[config.mk]
export PLATFORM = sky130hd
export DESIGN_NAME = ysyx_25040109_trap_seq
export DESIGN_NICKNAME = d
export VERILOG_FILES = /design/src/rtl/ysyx_25040109_trap_seq.sv
export SDC_FILE = /design/constraint.sdc
export NUM_CORES = 1
export LEC_CHECK = 0
export ABC_CLOCK_PERIOD_IN_PS = 1900
export CAP_MARGIN = 40
export CORE_MARGIN = 2
export CORE_UTILIZATION = 45
export CTS_BUF_LIST = sky130_fd_sc_hd__clkbuf_8
export DETAILED_ROUTE_END_ITERATION = 8
export DONT_BUFFER_PORTS = 1
export GPL_ROUTABILITY_DRIVEN = 0
export GPL_TIMING_DRIVEN = 0
export PLACE_DENSITY = 0.72
export SYNTH_ARGS = -nofsm -noshare
export SYNTH_HDL_FRONTEND = slang
export SYNTH_SLANG_ARGS = --single-unit
[constraint.sdc]
create_clock -name clk -period 1.9 [get_ports clk]
set_clock_uncertainty 0.2 [all_clocks]
set_input_delay 0.38 -clock clk [delete_from_list [all_inputs] [get_ports clk]]
set_output_delay 0.38 -clock clk [all_outputs]
set_load 0.02 [all_outputs]
[src/rtl/ysyx_25040109_trap_seq.sv]
// CSR/trap sequencer: turns ecall, mret and Zicsr requests into
// ordered single-write-per-cycle CSR transactions plus PC redirects.
module ysyx_25040109_trap_seq #(
   parameter int                    DATA_WIDTH  = 32,
   parameter logic [DATA_WIDTH-1:0] ECALL_CAUSE = 32'd11
) (
   input  logic                  clk,
   input  logic                  rst_n,
   output logic                  req_ready,
   input  logic                  trap_valid,
   input  logic [DATA_WIDTH-1:0] trap_pc,
   input  logic                  mret_valid,
   input  logic                  csr_valid,
   input  logic [1:0]            csr_op,
   input  logic [11:0]           csr_op_addr,
   input  logic [DATA_WIDTH-1:0] csr_op_src,
   input  logic                  csr_op_nowr,
   output logic                  csr_we,
   output logic [11:0]           csr_addr,
   output logic [DATA_WIDTH-1:0] csr_wdata,
   input  logic [DATA_WIDTH-1:0] csr_rdata,
   output logic                  redirect_valid,
   output logic [DATA_WIDTH-1:0] redirect_pc,
   output logic                  csr_done,
   output logic [DATA_WIDTH-1:0] csr_old
);

   typedef enum logic [2:0] {
      IDLE, T_MEPC, T_MCAUSE, T_MSTAT,
      T_JUMP, R_MSTAT, R_JUMP, C_RMW
   } state_t;

   state_t state, state_next;

   logic [DATA_WIDTH-1:0] pc_lat;
   logic [1:0]            op_lat;
   logic [11:0]           addr_lat;
   logic [DATA_WIDTH-1:0] src_lat;
   logic                  nowr_lat;

   logic [DATA_WIDTH-1:0] mstat_trap;
   logic [DATA_WIDTH-1:0] mstat_ret;

   // State register
   always_ff @(posedge clk or negedge rst_n) begin
      if (!rst_n) state <= IDLE;
      else        state <= state_next;
   end

   // Capture request operands on accept; only the winning request latches
   always_ff @(posedge clk or negedge rst_n) begin
      if (!rst_n) begin
         pc_lat   <= '0;
         op_lat   <= 2'b00;
         addr_lat <= 12'h000;
         src_lat  <= '0;
         nowr_lat <= 1'b0;
      end else if (state == IDLE) begin
         if (trap_valid) begin
            pc_lat <= trap_pc;
         end else if (!mret_valid && csr_valid) begin
            op_lat   <= csr_op;
            addr_lat <= csr_op_addr;
            src_lat  <= csr_op_src;
            nowr_lat <= csr_op_nowr;
         end
      end
   end

   // Next-state: fixed sequences, priority trap > mret > csr in IDLE
   always_comb begin
      state_next = state;
      unique case (state)
         IDLE: begin
            if (trap_valid)      state_next = T_MEPC;
            else if (mret_valid) state_next = R_MSTAT;
            else if (csr_valid)  state_next = C_RMW;
         end
         T_MEPC:   state_next = T_MCAUSE;
         T_MCAUSE: state_next = T_MSTAT;
         T_MSTAT:  state_next = T_JUMP;
         T_JUMP:   state_next = IDLE;
         R_MSTAT:  state_next = R_JUMP;
         R_JUMP:   state_next = IDLE;
         C_RMW:    state_next = IDLE;
      endcase
   end

   // mstatus edits: trap stacks MIE into MPIE, mret restores it
   always_comb begin
      mstat_trap        = csr_rdata;
      mstat_trap[7]     = csr_rdata[3];
      mstat_trap[3]     = 1'b0;
      mstat_trap[12:11] = 2'b11;
      mstat_ret         = csr_rdata;
      mstat_ret[3]      = csr_rdata[7];
      mstat_ret[7]      = 1'b1;
      mstat_ret[12:11]  = 2'b00;
   end

   // Outputs decoded from state and latched operands
   always_comb begin
      req_ready      = 1'b0;
      csr_we         = 1'b0;
      csr_addr       = 12'h000;
      csr_wdata      = '0;
      redirect_valid = 1'b0;
      redirect_pc    = '0;
      csr_done       = 1'b0;
      csr_old        = '0;
      unique case (state)
         IDLE: req_ready = 1'b1;
         T_MEPC: begin
            csr_we    = 1'b1;
            csr_addr  = 12'h341;
            csr_wdata = pc_lat;
         end
         T_MCAUSE: begin
            csr_we    = 1'b1;
            csr_addr  = 12'h342;
            csr_wdata = ECALL_CAUSE;
         end
         T_MSTAT: begin
            csr_we    = 1'b1;
            csr_addr  = 12'h300;
            csr_wdata = mstat_trap;
         end
         T_JUMP: begin
            csr_addr       = 12'h305;
            redirect_valid = 1'b1;
            redirect_pc    = {csr_rdata[DATA_WIDTH-1:2], 2'b00};
         end
         R_MSTAT: begin
            csr_we    = 1'b1;
            csr_addr  = 12'h300;
            csr_wdata = mstat_ret;
         end
         R_JUMP: begin
            csr_addr       = 12'h341;
            redirect_valid = 1'b1;
            redirect_pc    = csr_rdata;
         end
         C_RMW: begin
            csr_addr = addr_lat;
            csr_old  = csr_rdata;
            csr_done = 1'b1;
            unique case (op_lat)
               2'b01: begin
                  csr_we    = 1'b1;
                  csr_wdata = src_lat;
               end
               2'b10: begin
                  csr_we    = !nowr_lat;
                  csr_wdata = csr_rdata | src_lat;
               end
               2'b11: begin
                  csr_we    = !nowr_lat;
                  csr_wdata = csr_rdata & ~src_lat;
               end
               2'b00: begin
                  csr_we    = 1'b0;
                  csr_wdata = '0;
               end
            endcase
         end
      endcase
   end

endmodule

==> results of run 1 <==
## flip-flops by register name, summed over array words and instances, names as in the netlist
name / flops
addr_lat: 12
nowr_lat: 1
op_lat: 2
pc_lat: 32
src_lat: 32
state: 3
## logic make-up (layout without fill, tap and decap cells)
kind of cell / after synthesis / in the layout / synth area share
AO/OA/AOI/OAI: 77 / 77 / 0.106
XOR/XNOR: 2 / 2 / 0.00337
buffers and inverters: 69 / 241 / 0.0614
flip-flops: 82 / 82 / 0.395
multiplexers: 129 / 129 / 0.287
AND/OR/NAND/NOR: 145 / 145 / 0.147
## through the flow
step	TNS, ns	area (sq um)	hold slack (ns)	setup WS (ns)
2_1_floorplan	-4.05	5600	-0.116	-0.129
3_3_place_gp	-57.39	5780	-0.114	-0.667
3_5_place_dp	-60.69	5790	-0.114	-0.707
4_1_cts	-73.13	9130	-0.536	-0.507
5_1_grt	-91.29	9690	-0.538	-0.705
6_report	-80.67	9690	-0.516	-0.629
## worst max path at each step
stage                     startpoint            end  slack, ns  depth (start not counted)
final                      op_lat[0]   csr_wdata[1]      -0.63                          6
after global routing       op_lat[0]   csr_wdata[1]      -0.71                          6
after CTS                  op_lat[0]  csr_wdata[21]      -0.51                          6
after detailed placement    state[0]    csr_old[14]      -0.71                          5
after global placement      state[0]   csr_addr[10]      -0.67                          5
after floorplan             state[0]   csr_addr[10]      -0.13                          5
## cell usage in the layout, fill, tap and decap left out, types with 20 or more instances in the layout
master,count
and2_4,48
buf_6,32
nor3_4,26
dfrtp_1,82
mux2_4,55
nor2_4,27
o22ai_2,20
dlygate4sd3_1,81
buf_12,29
mux2_2,49
inv_1,22
buf_4,22
## where the power goes
part / leakage [nW] / switching (W) / internal [W] / total, W
logic: 2.98 / 0.00631 / 0.00627 / 0.0126
clock network: 0.101 / 0.000696 / 0.000662 / 0.00136
registers: 0.988 / 0.000899 / 0.00262 / 0.00352
## metal layers
layer | part of all wire | up-vias | global-route usage | routed length, microns
met2 | 0.51 | 320 | 0.632 | 12500
li1 | - | 2161 | - | -
met3 | 0.075 | 85 | 0.114 | 1860
met4 | 0.043 | 0 | 0.209 | 1070
met1 | 0.37 | 2636 | 0.414 | 9210
met5 | 0 | - | 0 | 0
## area by class of cell
cell class,count,area (sq um),area share
Buffer,39,686,0.0708
Clock buffer,11,151,0.0156
Clock inverter,3,40.0,0.00413
Inverter,25,109,0.0112
Multi-Input combinational cell,353,4460,0.460
Sequential cell,82,2050,0.212
Tap cell,143,179,0.0185
Timing Repair Buffer,163,2010,0.208
## synth_stat cells (2+ instances only)
| cell type | n |
|---|---|
| a21oi_1 | 3 |
| a221oi_1 | 27 |
| a22oi_1 | 2 |
| and2_1 | 48 |
| and3_1 | 3 |
| buf_1 | 3 |
| buf_2 | 18 |
| buf_4 | 4 |
| buf_6 | 3 |
| clkbuf_1 | 16 |
| dfrtp_1 | 82 |
| inv_1 | 25 |
| mux2_2 | 84 |
| mux2_4 | 19 |
| mux2i_1 | 25 |
| nand2_1 | 11 |
| nand3_1 | 3 |
| nor2_1 | 37 |
| nor2b_1 | 12 |
| nor3_1 | 27 |
| o21ai_0 | 10 |
| o221ai_1 | 2 |
| o22ai_1 | 27 |
## critical path: cells and delay by family (launching register included)
kind	cells	cell delay, ns
compound gates	2	0.50
buf+inv	3	0.43
flops	1	0.38
mux	1	0.24
## timing repair
item	4_1_cts	5_1_grt
pin swaps	73	48
buffers inserted	52	14
resized for setup	412	92
endpoints found under the setup margin	191	192
cloned	9	11
hold endpoints to repair	163	82
==> flow_summary.toml, run 1 <==
[worst_setup_path]
crit_required_ns = 1.32
path_max_fanout = 6
crit_arrival_ns = 1.95
ff2ff_path_depth = 7
r2r-end = "pc_lat[21]"
critPathCaptureType = "output port"
cp_slowest_stage_delay_ns = 0.38
r2r-start = "state[1]"
crit_chain = "buf_6 > clkbuf_16 > buf_12 > mux2i_1 > a22oi_1 > o221ai_2"
ff2ff_setup_slack_ns = -0.53
cp_slowest_cell = "dfrtp_1"
cp-start-kind = "flip-flop"
criticalPathCategory = "reg -> out"

[place]
portBuffers = 0
dp_hpwl_microns = 12700
dp.cells = 648

[floorplan]
coreArea_sq_um = 11300
start_util = 0.459
dieArea_sq_um = 12400
pin_count = 228
rows = 39
die_y_microns = 111
fp.dieW_microns = 111

[global_routing]
gr-total-overflow = 0
grt_first_pass_wirelength_microns = 34600
grt_usage = 0.371
antenna_found_initial = 0
grt_max_degree = 83
grt_pass1_vias = 5856

[power]
power_leakage_nw = 4.07
power-per-cell-area_nw_per_um2 = 1800
peakVddDrop_mv = 1.12
power.total_w = 0.0175

[sta]
rsz0062_at_grt = "true"
setup_viol = 192
holdWs_ns = -0.516
relSlewSlack = 0.582
clock.fmax_mhz = 395
slew_violations = 0
hold_viol = 82
fin_crit_ns = 2.53
period_share = 1.33
worstMarginPinSlew_ns = 0.625
worst_slack_ns = -0.629

[synthesis]
synth_edf_count = 0
synth_cells = 504
yosysTopAreaCell = "dfrtp_1"
ys_types = 36
syn_nets = 620
ys_top_cells_by_area = "dfrtp_1 (40%), mux2_2 (18%), and2_1 (5.8%)"
synth_top_area_share = 0.395
avgSynthCellArea_sq_um = 10.3
async_flop_share = 1.00
synthFlopType = "dfrtp_1"
ys_ff_latch = 82
syn_area_sq_um = 5190
synth-seq-area-share = 0.395
yosysWarnings = 0

[final_layout]
syn_to_final_growth_pct = 86.6
fin_nets = 789
final_cells = 819
antennaDiodeCount = 0
drive_above_1_share = 0.649
n_fill_cell = 508
utilization = 0.856

[clock_network]
cts_root_buf = "clkbuf_8"
clock_sinks = 82
numCtsBuffers = 9
h-tree-depth = 3
cts_tree = "built"
clockBufferDepth = 2
cts_hold_buffers = 81
worstSkewPairLatency_ns = 0.38
cts.clk_slew.worst_paths_ns = 0.09

[routing]
drc = 0
firstDrtPassIters = 5
routed_wl_microns = 24600
drtIter0Drc = 275
ant_nets = 0
vias_per_cell = 6.35
vias = 5202
wire_per_inst_microns = 30.0

[status]
outcome = "complete, but fails checks"
failed_checks = "hold timing, setup timing"

[hold_path]
hold_path_class = "in -> async"

[job]
maxCapViolCount = 0
No activity file was read; power rests on OpenSTA's default activity.
==> run 2, diff against run 1 <==
--- a/config.mk
+++ b/config.mk
@@ -15,6 +15,7 @@
 export GPL_ROUTABILITY_DRIVEN = 0
 export GPL_TIMING_DRIVEN = 0
 export PLACE_DENSITY = 0.72
+export SETUP_SLACK_MARGIN = 0.2
 export SYNTH_ARGS = -nofsm -noshare
 export SYNTH_HDL_FRONTEND = slang
 export SYNTH_SLANG_ARGS = --single-unit
==> run 2 against run 1 <==
The flow still finishes with violations (hold timing, setup timing). Critical endpoint is now csr_wdata[2]. Routed wire length shrank 11%. Clock power shrank 7%. First-iteration DRC count decreased by 15%. Combinational power down 6%. Cell count fell by 1.6%. Total power is 5.2% lower. Cell area down 3.4%. Core utilization down 2.9 points. Via count decreased by 4.4%.
==> flow_summary.toml, run 2 (synthesis results as in run 1) <==
[clock_network]
clockBufferDepth = 2
cts_tree = "built"
clock_sinks = 82
numCtsBuffers = 9
cts_root_buf = "clkbuf_8"
h-tree-depth = 3
cts.clk_slew.worst_paths_ns = 0.09
worstSkewPairLatency_ns = 0.38
cts_hold_buffers = 81

[final_layout]
ff_latch_area_sq_um = 2050
largest_registers = "pc_lat (32), src_lat (32), addr_lat (12)"
syn_to_final_growth_pct = 80.3
fin_nets = 774
final_cell_mix = "dfrtp_1 (81), dlygate4sd3_1 (81), mux2_2 (55)"
antennaDiodeCount = 0
n_fill_cell = 601
drive_above_1_share = 0.640
multiInputGateArea_sq_um = 4410

[worst_setup_path]
cp_slowest_cell = "a2111oi_4"
cp_slowest_stage_delay_ns = 0.53
crit_arrival_ns = 1.85
cp-start-kind = "flip-flop"
path_max_fanout = 7
criticalPathCategory = "reg -> out"
critPathCaptureType = "output port"
crit_required_ns = 1.32
crit_chain = "buf_6 > mux2i_1 > a221oi_4 > a2111oi_4"

[power]
power-per-cell-area_nw_per_um2 = 1770
power_leakage_nw = 3.94
power.total_w = 0.0166
peakVddDrop_mv = 1.08

[routing]
vias = 4973
firstDrtPassIters = 5
wire_per_inst_microns = 27.3
vias_per_cell = 6.17
routed_wl_microns = 22000
drtIter0Drc = 233
drc = 0
ant_nets = 0

[global_routing]
antenna_found_initial = 0
grt_usage = 0.336
grt_max_degree = 83
grt_first_pass_wirelength_microns = 31900
grt_pass1_vias = 5503
gr-total-overflow = 0

[sta]
clock.fmax_mhz = 412
period_share = 1.28
worst_slack_ns = -0.529
relSlewSlack = 0.610
worstMarginPinSlew_ns = 0.583
rsz0062_at_grt = "true"
setup_viol = 192
slew_violations = 0
fin_crit_ns = 2.43
hold_viol = 82
holdWs_ns = -0.514

[floorplan]
pin_count = 228
fp.dieW_microns = 111
dieArea_sq_um = 12400
coreArea_sq_um = 11300
rows = 39
start_util = 0.459
die_y_microns = 111

[job]
maxCapViolCount = 0

[status]
failed_checks = "hold timing, setup timing"
outcome = "complete, but fails checks"

[place]
portBuffers = 0
preCtsSetupSlack_ns = -0.533
dp_hpwl_microns = 12500

[hold_path]
hold_path_class = "in -> async"
run 2: changes by cell type in the layout (fill, tap and decap cells not counted), moves of 3 or more:
cell | before | now
buf_12 | 29 | 24
buf_16 | 5 | 1
buf_4 | 22 | 18
clkbuf_8 | 16 | 12
inv_1 | 22 | 26
mux2_2 | 49 | 55
mux2_4 | 55 | 49
nand2_1 | 9 | 5
nand2_2 | 0 | 3
o22ai_2 | 20 | 25
o22ai_4 | 6 | 2
run 2: worst paths after layout:
| check | end | depth (start not counted) | from | slack (ns) |
|---|---|---|---|---|
| min reg2reg | pc_lat[1] | 1 | pc_lat[1] | 0.31 |
| max reg2reg | src_lat[22] | 7 | state[1] | -0.50 |
| max in group asynchronous | state[0] | 0 | rst_n | 1.82 |
| max | csr_wdata[2] | 4 | op_lat[0] | -0.53 |
| min in group clk | state[0] | 2 | trap_valid | 0.03 |
| min | src_lat[4] | 0 | rst_n | -0.51 |
run 2: per-stage QoR:
stage | hold slack [ns] | cells | TNS (ns) | util | area (sq um)
floorplan | -0.116 | 504 | -0.743 | - | 6390
global placement | -0.114 | 647 | -29.07 | 0.580 | 6570
detailed placement | -0.114 | 647 | -35.11 | 0.580 | 6570
CTS | -0.529 | 788 | -67.60 | 0.783 | 8870
global route | -0.531 | 806 | -82.68 | 0.827 | 9360
finish | -0.514 | 806 | -75.76 | 0.827 | 9360
run 2: cell type report:
| cell class | count | share of cell area |
|---|---|---|
| Sequential cell | 82 | 0.219 |
| Clock buffer | 9 | 0.0132 |
| Buffer | 44 | 0.0855 |
| Multi-Input combinational cell | 353 | 0.471 |
| Clock inverter | 7 | 0.00588 |
| Tap cell | 143 | 0.0191 |
| Inverter | 25 | 0.0122 |
| Timing Repair Buffer | 143 | 0.174 |
run 2: layer usage:
layer  GRT usage  routed length [microns]  vias up
li1            -                        -     2120
met2       0.576                    11800      250
met3      0.0757                     1300       34
met1       0.409                     8500     2569
met4       0.139                      448        0
met5           0                        0        -
run 2: timing repair:
item | 4_1_cts | 5_1_grt
pin swaps | 56 | 48
hold endpoints to repair | 163 | 82
endpoints found under the setup margin | 192 | 193
cloned | 6 | 8
buffers inserted | 38 | 10
gates resized for setup | 246 | 51
run 2: power breakdown:
group,total [W],switching (W),internal (W)
combinational,0.0118,0.00596,0.00587
clock,0.00127,0.000689,0.000586
sequential,0.00344,0.000818,0.00262
total,0.0166,0.00747,0.00908
run 2: worst max-delay path: cells and delay by family (launching register included):
family / cells / cell delay, ns
buffers and inverters: 1 / 0.14
multiplexers: 1 / 0.28
AO/OA/AOI/OAI: 2 / 0.66
flip-flops: 1 / 0.39
==> run 3, diff against run 2 <==
--- a/config.mk
+++ b/config.mk
@@ -6,7 +6,7 @@
 export NUM_CORES = 1
 export LEC_CHECK = 0
 export ABC_CLOCK_PERIOD_IN_PS = 1900
-export CAP_MARGIN = 40
+export CAP_MARGIN = 20
 export CORE_MARGIN = 2
 export CORE_UTILIZATION = 45
 export CTS_BUF_LIST = sky130_fd_sc_hd__clkbuf_8
@@ -16,6 +16,7 @@
 export GPL_TIMING_DRIVEN = 0
 export PLACE_DENSITY = 0.72
 export SETUP_SLACK_MARGIN = 0.2
+export SLEW_MARGIN = 20
 export SYNTH_ARGS = -nofsm -noshare
 export SYNTH_HDL_FRONTEND = slang
 export SYNTH_SLANG_ARGS = --single-unit
==> results of run 3 <==
Same layout as run 2: the final DEF is identical, and so are final timing and power.
